`src/rtl/rr_arbiter_8_pkg.sv`:
```
// Shared definitions for the 8-way round-robin arbiter.
package rr_arbiter_8_pkg;

  localparam int N_REQ            = 8;
  localparam int CODE_W           = 3;
  localparam int HOLD_MAX_DEFAULT = 16;
  localparam int CNT_W_DEFAULT    = 5;

  typedef enum logic {
    ST_IDLE    = 1'b0,
    ST_GRANTED = 1'b1
  } state_e;

endpackage : rr_arbiter_8_pkg

```
`src/rtl/rr_arbiter_8_onehot_to_bin_8.sv`:
```
// One-hot to binary encoder for the arbiter grant vector.
// Zero or multi-hot inputs encode to 0 so the code is never X.
module onehot_to_bin_8
  import rr_arbiter_8_pkg::*;
(
  input  logic [N_REQ-1:0]  onehot,
  output logic [CODE_W-1:0] code
);

  // Map each legal one-hot pattern to its index; everything else gives 0.
  always_comb begin
    case (onehot)
      8'b0000_0001: code = 3'd0;
      8'b0000_0010: code = 3'd1;
      8'b0000_0100: code = 3'd2;
      8'b0000_1000: code = 3'd3;
      8'b0001_0000: code = 3'd4;
      8'b0010_0000: code = 3'd5;
      8'b0100_0000: code = 3'd6;
      8'b1000_0000: code = 3'd7;
      default:      code = 3'd0;
    endcase
  end

endmodule : onehot_to_bin_8

```
`src/rtl/rr_arbiter_8.sv`:
```
// 8-requester round-robin arbiter with registered one-hot grant, binary
// grant code, hold timeout and a mandatory idle cycle between grants.
// The owner-done input is named owner_release because "release" is a
// reserved word in SystemVerilog.
module rr_arbiter_8
  import rr_arbiter_8_pkg::*;
#(
  parameter int HOLD_MAX = HOLD_MAX_DEFAULT,
  parameter int CNT_W    = CNT_W_DEFAULT
)
(
  input  logic              clock,
  input  logic              clear,
  input  logic [N_REQ-1:0]  req,
  input  logic              owner_release,
  output logic [N_REQ-1:0]  grant,
  output logic [CODE_W-1:0] grant_code,
  output logic              grant_valid,
  output logic              timeout
);

  localparam logic             LIMIT_EN  = (HOLD_MAX != 0);
  localparam logic [CNT_W-1:0] HOLD_LAST = (HOLD_MAX == 0) ? {CNT_W{1'b0}}
                                                           : CNT_W'(HOLD_MAX - 1);
  localparam logic [CNT_W-1:0] CNT_SAT   = {CNT_W{1'b1}};

  state_e              state_q, state_d;
  logic [CODE_W-1:0]   ptr_q, ptr_d;
  logic [CNT_W-1:0]    hold_cnt_q, hold_cnt_d;
  logic [N_REQ-1:0]    grant_q, grant_d;
  logic [CODE_W-1:0]   grant_code_q, grant_code_d;
  logic                grant_valid_q, grant_valid_d;
  logic                timeout_q, timeout_d;

  logic [N_REQ-1:0]    req_rot_s;
  logic [N_REQ-1:0]    pick_rot_s;
  logic [N_REQ-1:0]    pick_oh_s;
  logic                owner_req_s;
  logic                at_limit_s;
  logic                rel_s;

  // Circular priority pick: rotate so ptr is bit 0, isolate lowest set bit, rotate back.
  always_comb begin
    req_rot_s = {N_REQ{1'b0}};
    pick_oh_s = {N_REQ{1'b0}};
    for (int i = 0; i < N_REQ; i++) begin
      req_rot_s[i] = req[CODE_W'(i) + ptr_q];
    end
    pick_rot_s = req_rot_s & (~req_rot_s + 8'd1);
    for (int i = 0; i < N_REQ; i++) begin
      pick_oh_s[CODE_W'(i) + ptr_q] = pick_rot_s[i];
    end
  end

  // Release condition for the current owner: done pulse, request dropped, or hold limit.
  always_comb begin
    owner_req_s = req[grant_code_q];
    at_limit_s  = LIMIT_EN && (hold_cnt_q == HOLD_LAST);
    rel_s       = owner_release | ~owner_req_s | at_limit_s;
  end

  // Next-state logic: IDLE grants on any request, GRANTED returns to IDLE on release.
  always_comb begin
    state_d = state_q;
    case (state_q)
      ST_IDLE: begin
        if (|req) begin
          state_d = ST_GRANTED;
        end else begin
          state_d = ST_IDLE;
        end
      end
      ST_GRANTED: begin
        if (rel_s) begin
          state_d = ST_IDLE;
        end else begin
          state_d = ST_GRANTED;
        end
      end
      default: state_d = ST_IDLE;
    endcase
  end

  // Output/datapath logic: next grant, pointer rotation, hold counter, timeout pulse.
  always_comb begin
    grant_d    = grant_q;
    ptr_d      = ptr_q;
    hold_cnt_d = hold_cnt_q;
    timeout_d  = 1'b0;
    case (state_q)
      ST_IDLE: begin
        hold_cnt_d = {CNT_W{1'b0}};
        if (|req) begin
          grant_d = pick_oh_s;
        end else begin
          grant_d = {N_REQ{1'b0}};
        end
      end
      ST_GRANTED: begin
        if (rel_s) begin
          grant_d    = {N_REQ{1'b0}};
          ptr_d      = grant_code_q + 3'd1;
          hold_cnt_d = {CNT_W{1'b0}};
          // Only flag a forced release when nothing else would have ended the grant.
          timeout_d  = ~owner_release & owner_req_s;
        end else if (hold_cnt_q != CNT_SAT) begin
          hold_cnt_d = hold_cnt_q + CNT_W'(1'b1);
        end else begin
          hold_cnt_d = hold_cnt_q;
        end
      end
      default: begin
        grant_d    = {N_REQ{1'b0}};
        ptr_d      = 3'd0;
        hold_cnt_d = {CNT_W{1'b0}};
      end
    endcase
    grant_valid_d = |grant_d;
  end

  // Binary code of the next grant, registered alongside it.
  onehot_to_bin_8 u_enc (
    .onehot (grant_d),
    .code   (grant_code_d)
  );

  // State and output registers with synchronous active-low clear.
  always_ff @(posedge clock) begin
    if (!clear) begin
      state_q       <= ST_IDLE;
      ptr_q         <= 3'd0;
      hold_cnt_q    <= {CNT_W{1'b0}};
      grant_q       <= {N_REQ{1'b0}};
      grant_code_q  <= 3'd0;
      grant_valid_q <= 1'b0;
      timeout_q     <= 1'b0;
    end else begin
      state_q       <= state_d;
      ptr_q         <= ptr_d;
      hold_cnt_q    <= hold_cnt_d;
      grant_q       <= grant_d;
      grant_code_q  <= grant_code_d;
      grant_valid_q <= grant_valid_d;
      timeout_q     <= timeout_d;
    end
  end

  assign grant       = grant_q;
  assign grant_code  = grant_code_q;
  assign grant_valid = grant_valid_q;
  assign timeout     = timeout_q;

endmodule : rr_arbiter_8
```
`config.mk`:
```
export PLATFORM = sky130hd
export DESIGN_NAME = rr_arbiter_8
export DESIGN_NICKNAME = d
export VERILOG_FILES = /design/src/rtl/rr_arbiter_8_pkg.sv /design/src/rtl/rr_arbiter_8_onehot_to_bin_8.sv /design/src/rtl/rr_arbiter_8.sv
export SDC_FILE = /design/constraint.sdc
export NUM_CORES = 1
export LEC_CHECK = 0
export CAP_MARGIN = 0
export CORE_ASPECT_RATIO = 1.25
export CORE_UTILIZATION = 45
export DETAILED_ROUTE_END_ITERATION = 16
export GPL_TIMING_DRIVEN = 0
export PLACE_DENSITY = 0.72
export SKIP_LAST_GASP = 1
export SYNTH_ARGS = -nofsm -noshare
export SYNTH_HDL_FRONTEND = slang
export SYNTH_SLANG_ARGS = --single-unit
```
`constraint.sdc`:
```
create_clock -name clock -period 6.35 [get_ports clock]
set_clock_uncertainty 0.1 [all_clocks]
set_input_delay 0.9525 -clock clock [delete_from_list [all_inputs] [get_ports clock]]
set_output_delay 0.9525 -clock clock [all_outputs]
set_load 0.01 [all_outputs]
```
; Word-level counts from Yosys, hierarchy flattened
; Cells that the tools add are included.
[op_classes]
n_bitwise = 9
div = 0
n_mux = 51
addsub = 10
order_cmp = 17
shifts = 0
eq_ne = 10
reduce_logical = 12
multipliers = 0
[op_table]
columns = operator, count
row1 = $bwmux 8, 7
row2 = $lt 3x4->1 const B, 9
row3 = $bmux 1 s3, 9
row4 = $demux 1 s3, 8
row5 = $ge 3x1->1 const B, 8
row6 = $pmux 3 s7, 1
row7 = $mux 1, 19
row8 = $and 8x8->8, 2
row9 = $mux 8, 2
row10 = $pmux 8 s2, 1
row11 = $reduce_or 8->1, 2
row12 = $add 3x3->3 const A, 4
row13 = $mux 5, 2
row14 = $pmux 5 s2, 1
row15 = $add 8x1->8 const B, 1
row16 = $eq 8x2->1 const B, 1
row17 = $eq 8x3->1 const B, 1
row18 = $eq 8x4->1 const B, 1
row19 = $eq 8x5->1 const B, 1
row20 = $eq 8x6->1 const B, 1
row21 = $eq 8x7->1 const B, 1
row22 = $eq 8x8->1 const B, 1
row23 = $logic_and 1x1->1, 8
row24 = $not 8->8, 1
row25 = other kinds (13), 17
[word_totals]
memories = 0
input_bits = 11
output_inout_bits = 13
ff_bits = 22
mem_bits_ro = 0
ramBits = 0
latchBits = 0

; Logic depth before layout (Yosys ltp)
; Gate-level depths: netlist of run 1.
[logic_depth]
depth_word = 18
ltp_mapped = 17

; By module
; From an unflattened synthesis of run 1, not the netlist that was laid out.
[hier_totals]
cells_unflattened = 332
hier_area_um2 = 2720.1
[modules_own_cells]
columns = module, area_per_inst_um2, seq_area_each_um2, cells_per_inst, n_inst
row1 = rr_arbiter_8, 2576.2, 440.4, 313, 1
row2 = onehot_to_bin_8, 143.9, 0.0, 19, 1

; Worst setup path before layout of run 1
; OpenSTA, ideal clock, no wires.
[synth_timing]
path_kind = register to register
from = register ptr_q[1]
to = register grant_code_q[0] (netlist: grant_code[0])
arrival_ns = 3.720
setup_ns = 0.117
n_path_buf = 2
synth_period_minus_slack_ns = 3.937
path_stages_with_launch = 14
setup_slack_ns = 2.413
path_cell_list = dfxtp_1 buf_2 inv_1 ha_1 mux4_2 mux2_2 or3_1 or3_1 buf_2 a31o_1 o31ai_4 nor2_1 and4_1 a32o_1
[synth_between]
elab_chain_len = 17
elab_cells_between_ends = 84
[synth_lines]
columns = element, line
row1 = start: declaration, rr_arbiter_8.sv:28  ; logic [CODE_W-1:0] ptr_q, ptr_d;
row2 = start signal: assignment, rr_arbiter_8.sv:139  ; ptr_q <= ptr_d;
row3 = $add 1x3->3 / $bmux 1 s3 (equally long branches), "rr_arbiter_8.sv:47, rr_arbiter_8.sv:51"
row4 = $bmux 1 s3 / $mux 1 (equally long branches), rr_arbiter_8.sv:47  ; req_rot_s[i] = req[CODE_W'(i) + ptr_q];
row5 = $mux 1 (not written as such) / $not 8->8 (equally long branches), "rr_arbiter_8.sv:47, rr_arbiter_8.sv:49"
row6 = $not 8->8 / $add 8x1->8 (equally long branches), rr_arbiter_8.sv:49  ; pick_rot_s = req_rot_s & (~req_rot_s + 8'd1);
row7 = $add 8x1->8 / $and 8x8->8 (equally long branches), rr_arbiter_8.sv:49
row8 = "$and 8x8->8, on equally long branches", n/a
row9 = $bwmux 8 (6 in series), rr_arbiter_8.sv:51  ; pick_oh_s[CODE_W'(i) + ptr_q] = pick_rot_s[i];
row10 = $bwmux 8 *, rr_arbiter_8.sv:51
row11 = $mux 8 *, rr_arbiter_8.sv:93  ; if (|req) begin
row12 = $pmux 8 s2 *, rr_arbiter_8.sv:90  ; case (state_q)
row13 = $eq 8x8->1 (tied with other cells), rr_arbiter_8_onehot_to_bin_8.sv:12  ; case (onehot)
row14 = $pmux 3 s7 *, rr_arbiter_8_onehot_to_bin_8.sv:12
row15 = end signal: assignment, rr_arbiter_8.sv:142  ; grant_code_q <= grant_code_d;
row16 = end: declaration, rr_arbiter_8.sv:31  ; logic [CODE_W-1:0] grant_code_q, grant_code_d;
; Every way passes the cells marked *; elsewhere a longest branch is shown, timed or not. The select of a mux whose other input is x is not followed.
; A chain may end at the register's enable or synchronous reset.

; Worst setup path after layout of run 1
[layout_timing]
from = register ptr_q[0]
to = register grant_code_q[2] (netlist: grant_code[2])
; Same word-level chain as after synthesis.

==> impl_metrics.toml, run 1 <==
[critical_path]
setup.worst_path.end_class = "flop"
r2r-start = "ptr_q[0]"
r2r_end = "grant_code[2]"
cp_max_fo = 10
ff2ff_path_depth = 14
critPathMaxStageDelay_ns = 0.69
critical_path.cell_chain = "buf_6 > inv_1 > buf_1 > ha_1 > buf_6 > mux2i_1 > mux4_2 > o22ai_1 > a2bb2oi_1 > a2111oi_0 > o32ai_1 > xnor2_1 > a211oi_1 > o21a_1"
slowest_stage = "a2111oi_0"
reg2reg_slack_ns = 1.45
required_ns = 6.46
crit_path_start_kind = "flop"
cp_common_cell = "buf_6"
arrival_ns = 5.01
criticalPathCategory = "reg2reg"

[timing]
finalCriticalPeriod_ns = 4.90
slew_viol_final = 0
worst_slew_pin_slew_ns = 0.904
fmax_mhz = 204
slew_headroom = 0.395
timing.final.ws_setup_ns = 1.45
rsz0062_at_grt = "false"
hold_violations = 0
post-route-period-util = 0.772
final.setup.tns_ns = 0
setup_viol = 0

[floorplanning]
die_area_um2 = 6310
fp.dieW_um = 71.3
ios = 24
dieHeight_um = 88.6
start_util = 0.467
core_area_um2 = 5780
rows = 31

[routing]
wl_per_cell_um = 20.7
route.detailed.drc = 0
num_vias = 2876
drt-pass1-iter-count = 5
drt_iter0_markers = 325
totalWireLength_um = 8550
avgViaCountPerCell = 6.98
antenna_left = 0

[synthesis]
avgSynthCellArea_um2 = 8.43
synth.area.top_cells = "dfxtp_1 (16%), mux4_2 (13%), nor2_1 (5.4%), mux2i_1 (5.2%), ha_1 (4.6%)"
ys.flop_type = "dfxtp_1"
ys_seq_area_frac = 0.163
ys_types = 69
synth_cells = 320
ys_async_sr_fraction = 0
yosys_warnings = 0
synth_nets = 341
ys_seq_elements = 22
synth-compound-area-share = 0.265
synthAdderAreaFrac = 0.0464
synth_edf_count = 0
synth_top_family_by_area = "compound AO/OA/AOI/OAI gates"
synth-simple-area-share = 0.236
synth.area.mux_share = 0.204
syn_area_um2 = 2700
yosysTopAreaCellShare = 0.163
yosysTopAreaCell = "dfxtp_1"
synth_xor_area_frac = 0.0390

[placed_design]
globalplace.congestion = 1.00
port_buffers = 22
dp_hpwl_um = 6380
pre_cts_ws_ns = 1.44

[final_layout]
drive_gt1_frac = 0.124
antennaDiodeCount = 0
synthToLayoutAreaGrowth_pct = 13.3
final_nets = 368

[power_and_ir_drop]
p_sw_mw = 0.540
p_leak_nw = 1.14
p_comb_frac = 0.741
p_clk_frac = 0.092
switching_share = 0.492
intPower_mw = 0.559
vdd_ir_drop_max_uv = 197
pwr_density_cell_nw_per_um2 = 360
seqPwrFrac = 0.168

[clock_network]
cts_tree = "built"
holdBufCountCts = 0
root_buffer = "clkbuf_8"
cts.sinks = 22
cts_buffers = 3
clkTransAtPathRegs_ns = 0.08
clkLatencyLatePin_ns = 0.27
post_cts_buffers = 0
post_cts_resized = 0
cts_max_level = 1
clockBufferDepth = 2

[outcome]
status = "completed"

[grt]
first_global_vias = 2658
grt_max_degree = 13
antenna_found_initial = 0
grt_use_total = 0.278
grt_pass1_wl_um = 13800
grt_overflow = 0

[flow_run]
max_cap_violations = 0

[worst_hold_path]
hold_class = "reg2reg"
whs_path_depth = 2
min_from = "hold_cnt_q[3]"
hold_path_end = "hold_cnt_q[3]"
[per-layer routing]
metal / track usage / up-vias / part of all wire
met5: 0 / - / 0
met4: 0.118 / 0 / 0.028
met3: 0.0194 / 23 / 0.067
met2: 0.488 / 163 / 0.50
met1: 0.352 / 1388 / 0.41
li1: - / 1302 / -
[cell type report]
class                   instances  area (um^2)
plain buffers                  19         96.3
clock buffers                   4         55.1
fillers                       535         2720
inverters                       8         30.0
multi-input cells             271         2130
flip-flops and latches         22          440
well taps                      66         82.6
repair buffers                 22          220
[registers in the layout, indices dropped and copies added (netlist names)]
name         cells
timeout          1
grant_code       3
grant_valid      1
grant            8
hold_cnt_q       5
state_q          1
ptr_q            3
[power by group through the flow]
stage / Clock [mW] / Sequential (mW) / Combinational, mW
after floorplan: 0 / 0.194 / 0.582
after global placement: 0 / 0.187 / 0.783
after detailed placement: 0 / 0.188 / 0.790
after CTS: 0.104 / 0.184 / 0.793
after global routing: 0.108 / 0.188 / 0.874
final: 0.101 / 0.184 / 0.814
[logic make-up after synthesis]
kind of cell,Yosys count
simple gates,127
xor+xnor,12
buf+inv,27
mux,35
fa+ha+maj,10
flops,22
compound gates,87
[placed cells by master (no fill, tap or decap), types with 10 or more instances in the layout]
master	netlist	layout
a21oi_1	13	13
clkdlybuf4s50_1	0	22
dfxtp_1	22	22
ha_1	10	10
mux2i_1	14	14
mux4_2	15	15
nand2_1	26	26
nor2_1	39	39
nor3_1	10	10
[worst max path at each step]
stage,startpoint,endpoint,slack [ns]
floorplan,ptr_q[1],grant_code[0],2.41
global placement,req[2],grant_code[2],1.47
detailed placement,req[1],grant_code[2],1.44
CTS,ptr_q[0],grant_code[2],1.58
global route,ptr_q[0],grant_code[2],1.21
finish,ptr_q[0],grant_code[2],1.45
[critical path: cells and delay by family, from the launching register on]
kind	cells	cell delay [ns]
xor gates and xnor gates	1	0.19
DFF	1	0.33
adders and majority gates	1	0.37
buffers and inverters	4	0.91
AOI/OAI and AO/OA	6	2.24
muxes	2	0.69
[metrics by stage]
| step | hold slack (ns) | total power [mW] | std cells | utilization | instance area, um^2 |
|---|---|---|---|---|---|
| floorplan | 0.372 | 0.776 | 320 | - | 2700 |
| global placement | 0.392 | 0.970 | 408 | 0.519 | 3000 |
| detailed placement | 0.397 | 0.977 | 408 | 0.519 | 3000 |
| CTS | 0.417 | 1.08 | 412 | 0.529 | 3060 |
| global route | 0.470 | 1.17 | 412 | 0.529 | 3060 |
| finish | 0.412 | 1.10 | 412 | 0.529 | 3060 |
[Yosys cell counts (8+ instances only)]
cell / instances
nand2_1: 26
clkbuf_1: 8
dfxtp_1: 22
a21oi_1: 13
and2_1: 8
ha_1: 10
mux4_2: 15
buf_2: 8
mux2i_1: 14
nor3_1: 10
nor2b_1: 8
nor2_1: 39
Note: power is estimated with default switching activity, not from simulation.
==> inputs of run 2 (changes only) <==
Settings changed: PLACE_DENSITY 0.72 to 0.74.
Clock period 6.35 ns to 4.13 ns, I/O delays scaled along.
==> run 2 against run 1 <==
Non-clock buffer count is 12 higher. Critical endpoint is now grant_code[0]. First-iteration DRC count is 2.5% lower. Via count rose by 4.0%. Utilization is 5.7 points higher. Sequential share of layout area decreased by 1.2 points. Combinational power increased by 78%. Critical path depth increased by 1. Global-route usage about the same. Power is 75% higher. Design area up 11%.
==> impl_metrics.toml, run 2 (synthesis results as in run 1) <==
[power_and_ir_drop]
pwr_density_cell_nw_per_um2 = 570
fin_total_pwr_mw = 1.93
p_leak_nw = 1.25
vdd_ir_drop_max_uv = 412

[final_layout]
largest_register_ff_count = 8
final_util = 0.585
drive_gt1_frac = 0.223
fillers = 482
final_common_cell = "nor2_1"
mostFrequentLayoutCells = "nor2_1 (39), nand2_1 (25), clkdlybuf4s50_1 (22)"
fin_area_um2 = 3380
stdcell_count = 424
synthToLayoutAreaGrowth_pct = 25.4
antennaDiodeCount = 0
final_nets = 380

[worst_hold_path]
hold_class = "reg2reg"
min_from = "hold_cnt_q[4]"
whs_path_depth = 2
hold_path_end = "hold_cnt_q[4]"

[critical_path]
required_ns = 4.17
cp_max_fo = 6
critPathTopFamily = "simple AND/OR/NAND/NOR gates"
reg2reg_slack_ns = 0.08
criticalPathCategory = "reg2reg"
r2r_end = "grant_code[0]"
slowest_stage = "mux4_2"
r2r-start = "ptr_q[0]"
setup.worst_path.end_class = "flop"
critical_path.cell_chain = "buf_6 > clkinvlp_4 > buf_8 > ha_4 > mux4_2 > mux2_4 > or3_4 > or3_1 > buf_4 > a211o_1 > a31o_1 > nand3_2 > xor2_1 > o21ai_1 > a32o_1"
crit_path_start_kind = "flop"
arrival_ns = 4.09
path_buf_inv = 4
critPathMaxStageDelay_ns = 0.48
ff2ff_path_depth = 15

[grt]
antenna_found_initial = 0
grt_max_degree = 14
grt_use_total = 0.277
grt_overflow = 0
grt_pass1_wl_um = 13700
first_global_vias = 2729

[outcome]
status = "completed"

[timing]
timing.final.ws_setup_ns = 0.0817
hold_violations = 0
finalCriticalPeriod_ns = 4.05
slew_headroom = 0.399
worst_slew_pin_slew_ns = 0.899
setup_viol = 0
holdWs_ns = 0.429
post-route-period-util = 0.980
final.setup.tns_ns = 0
fmax_mhz = 247
slew_viol_final = 0

[routing]
drt_iter0_markers = 317
wl_per_cell_um = 20.8
antenna_left = 0
totalWireLength_um = 8830
num_vias = 2991
drt-pass1-iter-count = 5
route.detailed.drc = 0
avgViaCountPerCell = 7.05

[clock_network]
cts_buffers = 3
clkLatencyLatePin_ns = 0.26
cts.sinks = 22
clockBufferDepth = 2
clkTransAtPathRegs_ns = 0.08
holdBufCountCts = 0
cts_tree = "built"
cts_max_level = 1
root_buffer = "clkbuf_8"

[placed_design]
dp_cells = 408
dpl_cell_area_um2 = 3000
dp_hpwl_um = 6360
port_buffers = 22
globalplace.congestion = 0.960
pre_cts_ws_ns = -0.698

[floorplanning]
start_util = 0.467
dieHeight_um = 88.6
rows = 31
core_area_um2 = 5780
fp.dieW_um = 71.3
ios = 24
die_area_um2 = 6310

[flow_run]
max_cap_violations = 0
## run 2: worst max path at each step
stage / from / to / slack, ns / cells after the start
after global placement: ptr_q[0] / grant_code[2] / -0.61 / 14
after floorplan: ptr_q[1] / grant_code[0] / 0.19 / 13
after global routing: ptr_q[0] / grant_code[2] / -0.02 / 14
after detailed placement: ptr_q[0] / grant_code[2] / -0.70 / 14
final: ptr_q[0] / grant_code[0] / 0.08 / 15
after CTS: ptr_q[1] / grant_code[0] / 0.02 / 12
## run 2: area by class of cell
class	instances	area (um^2)	area share
clock inverters	1	30.0	0.00888
multi-input cells	271	2320	0.685
plain buffers	18	116	0.0344
well taps	66	82.6	0.0244
inverters	8	33.8	0.00999
clock buffers	3	41.3	0.0122
flip-flops and latches	22	445	0.132
repair buffers	35	318	0.0939
## run 2: what timing repair did
item | in CTS | in global routing
pin swaps | 7 | 2
setup buffers | 5 | 8
gates resized for setup | 18 | 26
endpoints found under the setup margin | 5 | 4
## run 2: worst reg2reg max path: stages, from the launching register on
cell        delay, ns
dfxtp_2          0.35
buf_6            0.13
clkinvlp_4       0.15
buf_8            0.16
ha_4             0.26
mux4_2           0.48
mux2_4           0.32
or3_4            0.40
or3_1            0.32
buf_4            0.19
a211o_1          0.26
a31o_1           0.22
nand3_2          0.14
xor2_1           0.16
o21ai_1          0.07
a32o_1           0.23
## run 2: metal layers
| layer | track usage | part of all wire | up-vias |
|---|---|---|---|
| li1 | - | - | 1325 |
| met1 | 0.328 | 0.38 | 1432 |
| met2 | 0.507 | 0.51 | 192 |
| met3 | 0.0216 | 0.071 | 42 |
| met4 | 0.135 | 0.041 | 0 |
| met5 | 0 | 0 | - |
## run 2: power by group
part	total (mW)	switching (mW)	internal, mW	leakage (nW)
Clock	0.199	0.0693	0.129	0.0357
Sequential	0.281	0.0280	0.253	0.181
Combinational	1.45	0.811	0.637	1.04
Total	1.93	0.908	1.02	1.25
==> RTL edit: new RTL, config.mk and constraints of run 2 <==
The package constant `CODE_W` goes from 3 to 4.
--- a/src/rtl/rr_arbiter_8_pkg.sv
+++ b/src/rtl/rr_arbiter_8_pkg.sv
@@ -3,5 +3,5 @@
 
   localparam int N_REQ            = 8;
-  localparam int CODE_W           = 3;
+  localparam int CODE_W           = 4;
   localparam int HOLD_MAX_DEFAULT = 16;
   localparam int CNT_W_DEFAULT    = 5;
Ports: changed (resized grant_code); port bits go from 24 to 25. No check against the original RTL was run, so the function may have changed too.
==> RTL edit against run 2 <==
  * Cell area is 9.5% higher
  * Area after synthesis is 13% higher
  * Sequential share of layout area is 0.67 points lower
  * Sequential cell count is 1 higher
  * Total power is 0.25% lower
  * Count of clock-buffer cells in the layout is 1 higher
  * Wire length is 21% higher
  * Global-route usage is 3.1 points higher
  * Setup slack better by 0.0030 ns
  * Critical path type unchanged
==> RTL edit: results <==
hold_path:
  hold_end: "hold_cnt_q[3]"
  min_from: "hold_cnt_q[3]"
global_routing:
  grtUsageTotal_pct: 30.9
  grt_pass1_vias: 3147
  met2_usage_pct: 49.8
  grt_max_degree: 13
  met1_usage_pct: 40.4
route:
  first_pass_iters: 6
  vias: 3457
  wl_met1_um: 4230
  wl_met2_um: 5220
  route.met3.wl_um: 744
  drtIter0Drc: 364
yosys:
  syn-num-nets: 416
  synthCells: 393
  synth.area.top_cells: "dfxtp_1 15%, mux4_2 10%, nor2_1 6.9%, ha_1 4.9%, mux2i_1 4.6%"
  avgSynthCellArea_um2: 7.75
  synth_adder_area_share_pct: 4.93
  synthTopCellsByCount: "56 x nor2_1, 33 x nand2_1, 23 x dfxtp_1, 17 x a21oi_1"
  synth_compound_area_share_pct: 26.7
  muxShareOfSynthArea_pct: 16.4
  synth_xor_xnor_area_share_pct: 6.04
  synth_seq_area_share_pct: 15.1
  ys_types: 70
timing:
  whs_ns: 0.435
  slew_headroom_pct: 36.6
  max_freq_ghz: 0.247
worst_setup_path:
  cpLargestDelayFamily: "multiplexers"
  cp_max_fo: 10
clock_tree:
  cts_setup_buffers: 3
  ctsResizeCount: 23
outcome:
  status: "finished, final reports clean"
power_and_ir_drop:
  leakagePower_nw: 1.33
  p_int_w: 0.000961
  ir_drop_v: 0.000323
placed_design:
  port_buffers: 21
  place_congestion: 0.999
  post_dp_cell_area_um2: 3360
  dp_hpwl_um: 7880
  pre_cts_ws_ns: -0.718
  place_inst: 501
finish:
  drive_gt1_share_pct: 18.3
  final_cells: 518
[RTL edit: changes by cell type after synthesis, sizes merged, moves of 7 or more]
| cell | delta |
|---|---|
| nand2 | +7 |
| nand3 | +8 |
| nor2 | +16 |
| o21ai | +17 |
| xnor2 | +7 |
[RTL edit: worst reg2reg max path: stages, from the launching register on]
cell and delay [ns]:
dfxtp_2 0.34, buf_6 0.13, buf_12 0.14, clkinvlp_4 0.11, buf_6 0.16, ha_4 0.30
mux4_2 0.49, mux2_2 0.39, nor3_4 0.23, nand4_1 0.27, buf_4 0.24, a31oi_1 0.16
o21ai_1 0.14, a2bb2oi_2 0.20, xnor2_1 0.22, o22ai_1 0.10, and4bb_1 0.21
[RTL edit: final cells by class]
class | count | area (um^2)
plain buffers | 23 | 153
flip-flops and latches | 23 | 463
clock buffers | 4 | 45.0
multi-input cells | 337 | 2580
inverters | 10 | 45.0
fillers | 604 | 2860
well taps | 87 | 109
repair buffers | 34 | 308
[RTL edit: power by group through the flow]
stage / Combinational [W] / Clock, W / Sequential (W)
floorplan: 0.000899 / 0 / 0.000317
global placement: 0.00125 / 0 / 0.000312
detailed placement: 0.00126 / 0 / 0.000312
CTS: 0.00135 / 0.000140 / 0.000308
global route: 0.00157 / 0.000147 / 0.000315
finish: 0.00148 / 0.000136 / 0.000311
[RTL edit: kinds of logic (layout without fill, tap and decap cells)]
logic type | Yosys count | count (layout)
other | 1 | 1
AO/OA/AOI/OAI | 112 | 112
multiplexers | 32 | 32
AND/OR/NAND/NOR | 159 | 159
flip-flops | 23 | 23
XOR/XNOR | 21 | 21
adder cells (fa/ha/maj) | 12 | 12
buffers and inverters | 33 | 71
